--- src/rtl/alu_issue_decode_pkg.sv ---
// Shared types and constants for the ALU issue/decode stage.
package alu_issue_decode_pkg;

    localparam int unsigned XLEN         = 32;
    localparam int unsigned ALU_OP_WIDTH = 5;
    localparam int unsigned REG_IDX_W    = 5;
    localparam int unsigned INSTR_W      = 32;

    typedef logic [ALU_OP_WIDTH-1:0] alu_op_t;

    // ALU op codes shared with the execute stage
    localparam alu_op_t OP_ADD   = 5'd0;
    localparam alu_op_t OP_SUB   = 5'd1;
    localparam alu_op_t OP_SLL   = 5'd2;
    localparam alu_op_t OP_SLT   = 5'd3;
    localparam alu_op_t OP_SLTU  = 5'd4;
    localparam alu_op_t OP_XOR   = 5'd5;
    localparam alu_op_t OP_SRL   = 5'd6;
    localparam alu_op_t OP_SRA   = 5'd7;
    localparam alu_op_t OP_OR    = 5'd8;
    localparam alu_op_t OP_AND   = 5'd9;
    localparam alu_op_t OP_PASSB = 5'd10;
    localparam alu_op_t OP_ADD4A = 5'd11;
    localparam alu_op_t OP_EQ    = 5'd12;
    localparam alu_op_t OP_NEQ   = 5'd13;
    localparam alu_op_t OP_SGTE  = 5'd14;
    localparam alu_op_t OP_SGTEU = 5'd15;

    // RV32I major opcodes (instr[6:0])
    localparam logic [6:0] OPC_OP     = 7'b0110011;
    localparam logic [6:0] OPC_OPIMM  = 7'b0010011;
    localparam logic [6:0] OPC_LUI    = 7'b0110111;
    localparam logic [6:0] OPC_AUIPC  = 7'b0010111;
    localparam logic [6:0] OPC_JAL    = 7'b1101111;
    localparam logic [6:0] OPC_JALR   = 7'b1100111;
    localparam logic [6:0] OPC_BRANCH = 7'b1100011;
    localparam logic [6:0] OPC_LOAD   = 7'b0000011;
    localparam logic [6:0] OPC_STORE  = 7'b0100011;

    // Operand select encodings
    localparam logic ASEL_RS1 = 1'b0;
    localparam logic ASEL_PC  = 1'b1;
    localparam logic BSEL_RS2 = 1'b0;
    localparam logic BSEL_IMM = 1'b1;

    // Registered decode bundle handed to execute
    typedef struct packed {
        alu_op_t                alu_op;
        logic                   a_sel;
        logic                   b_sel;
        logic [XLEN-1:0]        imm;
        logic [XLEN-1:0]        pc;
        logic [REG_IDX_W-1:0]   rs1;
        logic [REG_IDX_W-1:0]   rs2;
        logic [REG_IDX_W-1:0]   rd;
        logic                   illegal;
    } issue_bundle_t;

    // Map funct3 of OP/OP-IMM to an ALU op; alt selects SUB/SRA variants
    function automatic alu_op_t arith_op(input logic [2:0] funct3, input logic alt);
        alu_op_t op;
        case (funct3)
            3'b000:  op = alt ? OP_SUB : OP_ADD;
            3'b001:  op = OP_SLL;
            3'b010:  op = OP_SLT;
            3'b011:  op = OP_SLTU;
            3'b100:  op = OP_XOR;
            3'b101:  op = alt ? OP_SRA : OP_SRL;
            3'b110:  op = OP_OR;
            default: op = OP_AND;
        endcase
        return op;
    endfunction

endpackage

--- src/rtl/alu_issue_decode_imm_gen.sv ---
// Format-specific immediate extraction, with shift amounts zero-extended.
module alu_issue_decode_imm_gen
    import alu_issue_decode_pkg::*;
(
    input  logic [INSTR_W-1:0] instr,
    output logic [XLEN-1:0]    imm_c
);

    logic [6:0] opcode;
    logic [2:0] funct3;

    assign opcode = instr[6:0];
    assign funct3 = instr[14:12];

    // Select the immediate layout from the major opcode
    always_comb begin
        imm_c = '0;
        case (opcode)
            OPC_OPIMM: begin
                // The ALU shifts by the full B operand, so funct7 must not leak in
                if (funct3 == 3'b001 || funct3 == 3'b101) begin
                    imm_c = {27'b0, instr[24:20]};
                end else begin
                    imm_c = {{20{instr[31]}}, instr[31:20]};
                end
            end
            OPC_LOAD, OPC_JALR: imm_c = {{20{instr[31]}}, instr[31:20]};
            OPC_STORE:          imm_c = {{20{instr[31]}}, instr[31:25], instr[11:7]};
            OPC_BRANCH:         imm_c = {{19{instr[31]}}, instr[31], instr[7],
                                         instr[30:25], instr[11:8], 1'b0};
            OPC_LUI, OPC_AUIPC: imm_c = {instr[31:12], 12'b0};
            OPC_JAL:            imm_c = {{11{instr[31]}}, instr[31], instr[19:12],
                                         instr[20], instr[30:21], 1'b0};
            default:            imm_c = '0;
        endcase
    end

endmodule

--- src/rtl/alu_issue_decode.sv ---
// Decode/issue stage: RV32I instruction to ALU control bundle, single-entry register.
module alu_issue_decode
    import alu_issue_decode_pkg::*;
(
    input  logic                    i_clk,
    input  logic                    i_rst_n,
    input  logic                    i_valid,
    output logic                    o_ready,
    input  logic [INSTR_W-1:0]      i_instr,
    input  logic [XLEN-1:0]         i_pc,
    input  logic                    i_flush,
    output logic                    o_valid,
    input  logic                    i_ready,
    output logic [ALU_OP_WIDTH-1:0] o_alu_op,
    output logic                    o_a_sel,
    output logic                    o_b_sel,
    output logic [XLEN-1:0]         o_imm,
    output logic [XLEN-1:0]         o_pc,
    output logic [REG_IDX_W-1:0]    o_rs1,
    output logic [REG_IDX_W-1:0]    o_rs2,
    output logic [REG_IDX_W-1:0]    o_rd,
    output logic                    o_illegal
);

    logic [6:0]     opcode;
    logic [2:0]     funct3;
    logic [6:0]     funct7;
    logic [XLEN-1:0] imm_c;
    logic           load_c;
    issue_bundle_t  dec_c;
    issue_bundle_t  bundle_q;
    logic           valid_q;

    assign opcode = i_instr[6:0];
    assign funct3 = i_instr[14:12];
    assign funct7 = i_instr[31:25];

    alu_issue_decode_imm_gen u_imm_gen (
        .instr (i_instr),
        .imm_c (imm_c)
    );

    // Op code, operand selects and legality from opcode/funct fields
    always_comb begin
        dec_c         = '0;
        dec_c.alu_op  = OP_ADD;
        dec_c.a_sel   = ASEL_RS1;
        dec_c.b_sel   = BSEL_RS2;
        dec_c.illegal = 1'b0;
        dec_c.imm     = imm_c;
        dec_c.pc      = i_pc;
        dec_c.rs1     = i_instr[19:15];
        dec_c.rs2     = i_instr[24:20];
        dec_c.rd      = i_instr[11:7];

        if (i_instr[1:0] != 2'b11) begin
            dec_c.illegal = 1'b1;
        end else begin
            case (opcode)
                OPC_OP: begin
                    dec_c.alu_op  = arith_op(funct3, funct7[5]);
                    dec_c.illegal = !((funct7 == 7'b0000000) ||
                                      (funct7 == 7'b0100000 &&
                                       (funct3 == 3'b000 || funct3 == 3'b101)));
                end
                OPC_OPIMM: begin
                    dec_c.alu_op  = arith_op(funct3, (funct3 == 3'b101) && funct7[5]);
                    dec_c.b_sel   = BSEL_IMM;
                    dec_c.illegal = (funct3 == 3'b001 && funct7 != 7'b0000000) ||
                                    (funct3 == 3'b101 && funct7 != 7'b0000000 &&
                                     funct7 != 7'b0100000);
                end
                OPC_LUI: begin
                    dec_c.alu_op = OP_PASSB;
                    dec_c.b_sel  = BSEL_IMM;
                end
                OPC_AUIPC: begin
                    dec_c.alu_op = OP_ADD;
                    dec_c.a_sel  = ASEL_PC;
                    dec_c.b_sel  = BSEL_IMM;
                end
                OPC_JAL: begin
                    dec_c.alu_op = OP_ADD4A;
                    dec_c.a_sel  = ASEL_PC;
                end
                OPC_JALR: begin
                    dec_c.alu_op  = OP_ADD4A;
                    dec_c.a_sel   = ASEL_PC;
                    dec_c.illegal = (funct3 != 3'b000);
                end
                OPC_BRANCH: begin
                    case (funct3)
                        3'b000:  dec_c.alu_op = OP_EQ;
                        3'b001:  dec_c.alu_op = OP_NEQ;
                        3'b100:  dec_c.alu_op = OP_SLT;
                        3'b101:  dec_c.alu_op = OP_SGTE;
                        3'b110:  dec_c.alu_op = OP_SLTU;
                        3'b111:  dec_c.alu_op = OP_SGTEU;
                        default: dec_c.illegal = 1'b1;
                    endcase
                end
                OPC_LOAD, OPC_STORE: begin
                    dec_c.alu_op = OP_ADD;
                    dec_c.b_sel  = BSEL_IMM;
                end
                default: dec_c.illegal = 1'b1;
            endcase
        end

        // Undecodable instructions present a neutral ALU setup
        if (dec_c.illegal) begin
            dec_c.alu_op = OP_ADD;
            dec_c.a_sel  = ASEL_RS1;
            dec_c.b_sel  = BSEL_RS2;
        end
    end

    assign o_ready = ~valid_q | i_ready;
    assign load_c  = i_valid & o_ready & ~i_flush;

    // Pipeline register: flush beats load, load beats drain, otherwise hold
    always_ff @(posedge i_clk or negedge i_rst_n) begin
        if (!i_rst_n) begin
            valid_q  <= 1'b0;
            bundle_q <= '0;
        end else if (i_flush) begin
            valid_q <= 1'b0;
        end else if (load_c) begin
            valid_q  <= 1'b1;
            bundle_q <= dec_c;
        end else if (valid_q && i_ready) begin
            valid_q <= 1'b0;
        end
    end

    assign o_valid   = valid_q;
    assign o_alu_op  = bundle_q.alu_op;
    assign o_a_sel   = bundle_q.a_sel;
    assign o_b_sel   = bundle_q.b_sel;
    assign o_imm     = bundle_q.imm;
    assign o_pc      = bundle_q.pc;
    assign o_rs1     = bundle_q.rs1;
    assign o_rs2     = bundle_q.rs2;
    assign o_rd      = bundle_q.rd;
    assign o_illegal = bundle_q.illegal;

endmodule

--- config.mk ---
export PLATFORM = sky130hd
export DESIGN_NAME = alu_issue_decode
export DESIGN_NICKNAME = d
export VERILOG_FILES = /design/src/rtl/alu_issue_decode_pkg.sv /design/src/rtl/alu_issue_decode_imm_gen.sv /design/src/rtl/alu_issue_decode.sv
export SDC_FILE = /design/constraint.sdc
export NUM_CORES = 1
export LEC_CHECK = 0
export CORE_MARGIN = 2
export CORE_UTILIZATION = 40
export CTS_CLUSTER_DIAMETER = 60
export DETAILED_ROUTE_END_ITERATION = 10
export PLACE_DENSITY = 0.85
export SLEW_MARGIN = 20
export SYNTH_ARGS = -nofsm -noshare
export SYNTH_HDL_FRONTEND = slang
export SYNTH_SLANG_ARGS = --single-unit
--- constraint.sdc ---
create_clock -name i_clk -period 2.2 [get_ports i_clk]
set_clock_uncertainty 0.15 [all_clocks]
set_input_delay 0.22 -clock i_clk [delete_from_list [all_inputs] [get_ports i_clk]]
set_output_delay 0.22 -clock i_clk [all_outputs]
set_load 0.03 [all_outputs]
* Yosys cells after proc, flatten, opt, wreduce, memory -nomap -nowiden *
Index checks and enable logic that the tools add are counted.

storage, ports and cells
  word-level logic and storage cells = 78
  bits of input ports = 69
  register bits = 88

operators by class
  bitwise gates (word level) = 5
  equality and inequality tests = 19
  reductions and logical operators = 24
  muxes and demuxes = 20

operator list
  kind                count
  $pmux 32 s6         1
  $pmux 4 s7          2
  $mux 32             1
  $eq 7x6->1 const B  4
  $pmux 5 s5          1
  $pmux 4 s6          1
  $eq 7x7->1 const B  3
  $eq 7x5->1 const B  2
  $mux 7              2
  $eq 3x3->1 const B  4
  $mux 1              11
  $reduce_or 5->1     2
  $eq 7x2->1 const B  1
  $logic_not 7->1     1
  $ne 7x6->1 const B  1
  $reduce_bool 7->1   1
  $eq 3x2->1 const B  2
  $logic_and 1x1->1   6
  $reduce_bool 3->1   2
  $reduce_or 2->1     3
  $reduce_or 6->1     1
  $pmux 1 s5          1
  $logic_or 1x1->1    4
  $eq 3x1->1 const B  1
  8 further kinds     10

* Depth between registers and ports, before layout *
Gate-level depths: netlist (run 1).

  word-level depth = 8
  mapped depth = 7
  gate-level depth less buffers = 6

* Cells and area by module *
Synthesis (run 1) repeated with hierarchy kept, for this count alone.

unflattened totals
  cells, all modules = 496
  area total of the unflattened synthesis = 4231.6 µm²

by module, submodules not included
  module                    area an instance (µm²)  instances  cells an instance  seq. area each (µm²)
  alu_issue_decode          3717.3                  1          428                2177.1
  alu_issue_decode_imm_gen  514.2                   1          68                 0.0

* Worst setup path after synthesis (run 1) *
Ideal clock, no wire load.

  kind = reg2reg
  from = register valid_q (netlist: o_valid)
  to = register bundle_q (netlist bit o_imm[31])
  path slack = 0.214 ns
  setup time = 0.095 ns
  arrival time = 1.741 ns
  cell stages (with the launch flop) = 7
  buffers on the path = 1
  cell sequence = dfrtp_1 nor2b_1 inv_1 nand3b_1 a211o_1 buf_2 o31ai_1

between the ends
  longest elaborated chain between the ends = 5

RTL lines
  what                        RTL line                 text
  start, declared             alu_issue_decode.sv:32   logic valid_q;
  start signal, assigned      alu_issue_decode.sv:124  valid_q <= 1'b0;
  start signal, assigned      alu_issue_decode.sv:127  valid_q <= 1'b0;
  start signal, assigned      alu_issue_decode.sv:129  valid_q <= 1'b1;
  $not 1->1                   alu_issue_decode.sv:118  assign o_ready = ~valid_q | i_ready;
  $or 1x1->1                  alu_issue_decode.sv:118
  named net o_ready           alu_issue_decode.sv:8    output logic o_ready,
  $and 1x1->1 (2 in series)   alu_issue_decode.sv:119  assign load_c = i_valid & o_ready & ~i_flush;
  $reduce_and 2->1 (no line)  n/a
  end signal, assigned        alu_issue_decode.sv:125  bundle_q <= '0;
  end signal, assigned        alu_issue_decode.sv:130  bundle_q <= dec_c;
  end, declared               alu_issue_decode.sv:31   issue_bundle_t bundle_q;

The timed path passes the listed nets, and every way through them passes these cells.
A chain may end at the register's enable or synchronous reset.

* Final worst setup path (run 1) *
  from = register valid_q (netlist: o_valid)
  to = output port o_ready

between the ends
  longest elaborated chain between the ends = 2

RTL lines
  what           RTL line
  $not 1->1      alu_issue_decode.sv:118
  $or 1x1->1     alu_issue_decode.sv:118
  end, declared  alu_issue_decode.sv:8

No other way between the ends.

==> results of run 1 <==
[how the worst max path moves through the flow]
stage / startpoint / depth (start not counted) / slack [ns] / endpoint
CTS: o_valid / 3 / 0.17 / o_ready
finish: o_valid / 3 / 0.18 / o_ready
global placement: i_instr[3] / 6 / -0.09 / o_alu_op[3]
global route: o_valid / 3 / 0.06 / o_ready
detailed placement: i_instr[2] / 6 / -0.04 / o_alu_op[2]
floorplan: o_valid / 6 / 0.21 / o_imm[31]
[Yosys cell counts (4+ instances only)]
library cell	instances	area share
inv_1	6	0.0056
nand2b_1	5	0.0077
o21ai_0	12	0.015
nand2_1	193	0.18
clkbuf_1	10	0.0093
a21oi_1	14	0.017
a22oi_1	9	0.017
o21ai_1	16	0.020
nand3_1	11	0.014
and2_1	4	0.0062
dfrtp_1	87	0.54
nor2b_1	4	0.0062
nand3b_1	4	0.0074
a221oi_1	4	0.0086
buf_2	13	0.016
and2b_1	4	0.0074
nor2_1	20	0.019
[area by class of cell]
class	count	area (um^2)	area share
timing repair buffer	194	1920	0.309
inverter	6	22.5	0.00362
sequential	87	2180	0.350
clock buffer	9	124	0.0199
multi-input combinational	346	1700	0.274
clock inverter	7	103	0.0165
tap	133	166	0.0268
[metrics by stage]
step | cell area (um^2) | setup TNS (ns) | utilization | setup slack [ns] | power, mW
after floorplan | 4050 | 0 | - | 0.214 | 2.41
after global placement | 5980 | -0.141 | 0.609 | -0.0947 | 2.98
after detailed placement | 5980 | -0.120 | 0.609 | -0.0401 | 3.02
after CTS | 6220 | 0 | 0.633 | 0.172 | 4.28
after global routing | 6220 | 0 | 0.633 | 0.0571 | 4.43
final | 6220 | 0 | 0.633 | 0.184 | 4.25
[registers in the layout, summed over array words and instances (netlist names)]
signal and cells:
o_pc 32, o_alu_op 4, o_rs2 5, o_b_sel 1, o_imm 32, o_illegal 1
o_rs1 5, o_a_sel 1, o_rd 5, o_valid 1
[layout by cell type, fill, tap and decap left out, types with 2 or more instances in the layout]
cell type and count:
a21o_1 3, nand2_1 193, o31ai_1 2, nor4_1 2, o211ai_1 3, inv_1 6, buf_12 6, nor2_1 20
and2b_1 4, nand2b_1 5, and3b_1 2, nor2b_1 4, clkbuf_8 9, a221oi_1 4, inv_6 2, a21oi_1 14
o21a_1 2, a32oi_1 2, bufinv_16 2, o21ai_1 16, o211a_1 2, and2_1 4, a22oi_1 9, dfrtp_1 87
clkdlybuf4s50_1 155, buf_4 32, nor3_1 2, nand3b_1 4, o21ai_0 12, a31oi_1 2, and3_1 3, nand3_1 11
[repair_timing]
item	4_1_cts	5_1_grt
hold buffers	1	0
endpoints found under the hold margin	31	0
setup endpoints to repair	0	0
[cells by family (layout without fill, tap and decap cells)]
kind of cell	after synthesis	in the layout	synth area share
simple gates	264	264	0.283
flops	87	87	0.538
compound gates	80	80	0.134
buf+inv	35	216	0.0429
other cells	1	1	0.000926
xor+xnor	1	1	0.00216
[metal layers]
metal	GRT usage	vias up	wire [um]
li1	-	1901	-
met1	0.306	1922	5440
met2	0.394	174	6250
met3	0.0574	22	916
met4	0.0771	0	294
met5	0	-	0
[power by group]
group / switching (mW) / internal (mW)
Combinational: 0.660 / 0.497
Clock: 0.606 / 0.656
Sequential: 0.0816 / 1.75
==> flow_metrics.py, run 1 <==
metrics = {
    "synthesis": {
        "synthFlopType": "dfrtp_1",
        "yosys_register_bits": 87,
        "yosysWarnings": 0,
        "avgSynthCellArea_um2": 8.65,
        "synth_cell_types": 52,
        "synth_cells": 468,
        "async_reset_ff_frac": 1.00,
        "synth_edf_count": 0,
        "ys_seq_area_frac": 0.538,
        "netlist_area_um2": 4050,
        "synth.net_count": 537,
    },
    "routing": {
        "ant_nets": 0,
        "vias_per_cell": 5.14,
        "dr.pass1.iters": 5,
        "wl_per_cell_um": 16.5,
        "dr.first_iter.drc_count": 298,
        "wirelength_um": 12900,
        "vias": 4019,
        "drc": 0,
    },
    "finish": {
        "nNetsFinal": 713,
        "num-fill-cells": 823,
        "drive_gt1_frac": 0.0971,
        "area_growth_pct": 53.5,
        "insertedDiodeCount": 0,
        "fin_cells": 782,
    },
    "floorplan": {
        "die-area_um2": 10900,
        "rows": 36,
        "initial_core_util": 0.412,
        "die_width_um": 105,
        "ioPinCount": 158,
        "coreArea_um2": 9820,
        "die_y_um": 105,
    },
    "place": {
        "dp_cells": 765,
        "port_buffers": 156,
        "hpwl_um": 9770,
        "gp_congestion": 0.941,
    },
    "clock_network": {
        "clkTransAtPathRegs_ns": 0.10,
        "cts_root_buf": "clkbuf_8",
        "max-clock-path-buffers": 2,
        "clock_sinks": 87,
        "cts_tree": "built",
        "cts_resized": 0,
        "htree_num_levels": 3,
        "numCtsBuffers": 9,
        "cts_setup_buffers": 0,
        "clk_latency_ns": 0.35,
    },
    "worst_setup_path": {
        "critPathMaxStageDelay_ns": 0.67,
        "criticalPathCategory": "flop to output port",
        "path_max_fanout": 3,
        "reg2reg_from": "o_valid",
        "r2r-end": "o_imm[13]",
        "critPathArrivalTime_ns": 1.65,
        "cp.required_ns": 1.83,
        "setup.worst_path.end_class": "output port",
        "critPathSlowestCell": "clkdlybuf4s50_1",
        "r2r_slack_ns": 0.32,
        "cp_top_family": "buffers and inverters",
        "r2r_cells": 7,
        "crit_chain": "nor2b_1 -> inv_1 -> clkdlybuf4s50_1",
        "crit_buf_inv": 2,
        "cp-start-kind": "flop",
    },
    "timing": {
        "min_period_ns": 2.02,
        "setup_viol": 0,
        "slew_violations": 0,
        "rsz0062_at_grt": "no",
        "whs_ns": 0.213,
        "max_freq_mhz": 496,
        "final-hold-violation-count": 0,
        "fin_crit_sh": 0.917,
    },
    "global_routing": {
        "overflow": 0,
        "antenna_found_initial": 0,
        "grt_pass1_vias": 4009,
        "grt_pass1_wl_um": 20700,
        "grt_usage": 0.237,
        "grt_max_degree": 40,
    },
    "power": {
        "ir_worst_vdd_mv": 0.442,
        "power_per_cell_area_nw_per_um2": 683,
        "p_leak_nw": 2.84,
    },
    "flow_run": {
        "cap_violations": 0,
    },
    "run_status": {
        "status": "finished clean",
    },
    "hold_path": {
        "min-delay-path-class": "input pin to asynchronous set/reset pin",
    },
}
Power figures use the tool's default switching activity.
==> run 2: changes to the inputs <==
- CORE_ASPECT_RATIO: default -> 1.75
- DONT_BUFFER_PORTS: default -> 1
- PLACE_DENSITY: 0.85 -> 0.65
==> flow_metrics.py, run 2 (synthesis results as in run 1) <==
metrics = {
    "worst_setup_path": {
        "critPathMaxStageDelay_ns": 0.57,
        "setup.worst_path.end_class": "flop",
        "cp.required_ns": 2.32,
        "reg2reg_from": "o_valid",
        "startpoint": "o_valid",
        "crit_buf_inv": 2,
        "cp-start-kind": "flop",
        "critPathArrivalTime_ns": 2.17,
        "cp_top_family": "buffers and inverters",
        "critPathSlowestCell": "dlygate4sd3_1",
        "crit_chain": "nor2b_1 -> nor3b_2 -> buf_12 -> nor2_1 -> a31oi_1 -> dlygate4sd3_1",
        "path_max_fanout": 48,
        "criticalPathCategory": "flop to flop",
    },
    "clock_network": {
        "cts_resized": 0,
        "cts_tree": "built",
        "cts_hold_buffers": 65,
        "clk_latency_ns": 0.34,
        "cts_setup_buffers": 0,
        "numCtsBuffers": 9,
        "clkTransAtPathRegs_ns": 0.06,
        "htree_num_levels": 3,
        "max-clock-path-buffers": 2,
        "clock_sinks": 87,
        "cts_root_buf": "clkbuf_16",
    },
    "routing": {
        "drc": 0,
        "wirelength_um": 12300,
        "wl_per_cell_um": 18.8,
        "dr.first_iter.drc_count": 203,
        "ant_nets": 0,
        "dr.pass1.iters": 5,
        "vias_per_cell": 5.41,
        "vias": 3541,
    },
    "finish": {
        "area_growth_pct": 26.4,
        "final_common_cell": "nand2_1",
        "drive_gt1_frac": 0.0643,
        "insertedDiodeCount": 0,
        "fin_area_um2": 5120,
        "layout_common_cells": "nand2_1 (193), dfrtp_1 (87), dlygate4sd3_1 (65)",
        "nNetsFinal": 595,
    },
    "place": {
        "postPlaceCellArea_um2": 4170,
        "hpwl_um": 8530,
        "gp_congestion": 0.918,
        "port_buffers": 0,
    },
    "global_routing": {
        "overflow": 0,
        "use_met3": 0.0679,
        "grt_max_degree": 88,
        "grt_usage": 0.226,
        "use_met2": 0.404,
        "grt_pass1_wl_um": 18700,
        "antenna_found_initial": 0,
        "grt_pass1_vias": 3541,
        "use_met1": 0.235,
        "busiest_layer": "met2",
    },
    "power": {
        "p_leak_nw": 2.41,
        "ir_worst_vdd_mv": 0.478,
        "power_per_cell_area_nw_per_um2": 807,
    },
    "timing": {
        "whs_ns": -0.576,
        "rsz0062_at_grt": "no",
        "max_freq_mhz": 488,
        "fin_crit_sh": 0.932,
        "finalSetupTns_ns": 0,
        "min_period_ns": 2.05,
        "slew_violations": 0,
        "setup_viol": 0,
        "final-hold-violation-count": 87,
    },
    "floorplan": {
        "ioPinCount": 158,
        "die_y_um": 137,
        "rows": 48,
        "die_width_um": 80.1,
        "coreArea_um2": 9850,
        "initial_core_util": 0.411,
        "die-area_um2": 11000,
    },
    "run_status": {
        "violations": "hold timing",
        "status": "finished with violations",
    },
    "flow_run": {
        "cap_violations": 0,
    },
    "hold_path": {
        "min-delay-path-class": "input pin to asynchronous set/reset pin",
    },
}
[run 2: cell count changes in the layout (fill, tap and decap cells not counted), moves of 4 or more]
cell | before | now
buf_12 | 6 | 2
buf_4 | 32 | 9
clkbuf_16 | 0 | 9
clkbuf_8 | 9 | 0
clkdlybuf4s50_1 | 155 | 0
dlygate4sd3_1 | 1 | 65
[run 2: metrics by stage]
stage / total power, mW / cells / hold slack (ns) / setup WS [ns] / util
after floorplan: 2.41 / 468 / -0.226 / 0.214 / -
after global placement: 2.47 / 575 / -0.224 / 0.454 / 0.423
after detailed placement: 2.48 / 575 / -0.224 / 0.379 / 0.423
after CTS: 4.16 / 654 / -0.586 / 0.155 / 0.520
after global routing: 4.29 / 654 / -0.591 / 0.0367 / 0.520
final: 4.13 / 654 / -0.576 / 0.149 / 0.520
[run 2: power by group]
group          internal (mW)  switching (mW)  total [mW]
clock network          0.975           0.590        1.56
logic                  0.193           0.212       0.406
registers               1.75           0.415        2.16
[run 2: per-layer routing]
layer	part of all wire	up-vias
li1	-	1654
met1	0.35	1692
met2	0.53	167
met3	0.080	28
met4	0.040	0
met5	0	-
[run 2: path summary, 6_finish.rpt]
| check | to | slack, ns | cells after the start |
|---|---|---|---|
| worst min register to register | o_pc[20] | 0.52 | 2 |
| worst max register to register | o_imm[0] | 0.15 | 6 |
| worst max-delay path | o_imm[0] | 0.15 | 6 |
| min in group i_clk | o_b_sel | 0.01 | 2 |
| max in group asynchronous | o_pc[31] | 2.34 | 0 |
| worst min-delay path | o_pc[1] | -0.58 | 0 |
[run 2: layout make-up]
| type | instances | area [um^2] |
|---|---|---|
| Fill cell | 878 | 4730 |
| Multi-Input combinational cell | 346 | 1700 |
| Clock buffer | 9 | 225 |
| Sequential cell | 87 | 2180 |
| Tap cell | 125 | 156 |
| Timing Repair Buffer | 76 | 758 |
| Inverter | 6 | 22.5 |
| Clock inverter | 5 | 75.1 |
==> run 3: changes to the inputs <==
- CTS_CLUSTER_SIZE: default -> 10
==> results of run 3 <==
Same layout as run 2: the final DEF is identical, and so are final timing and power.
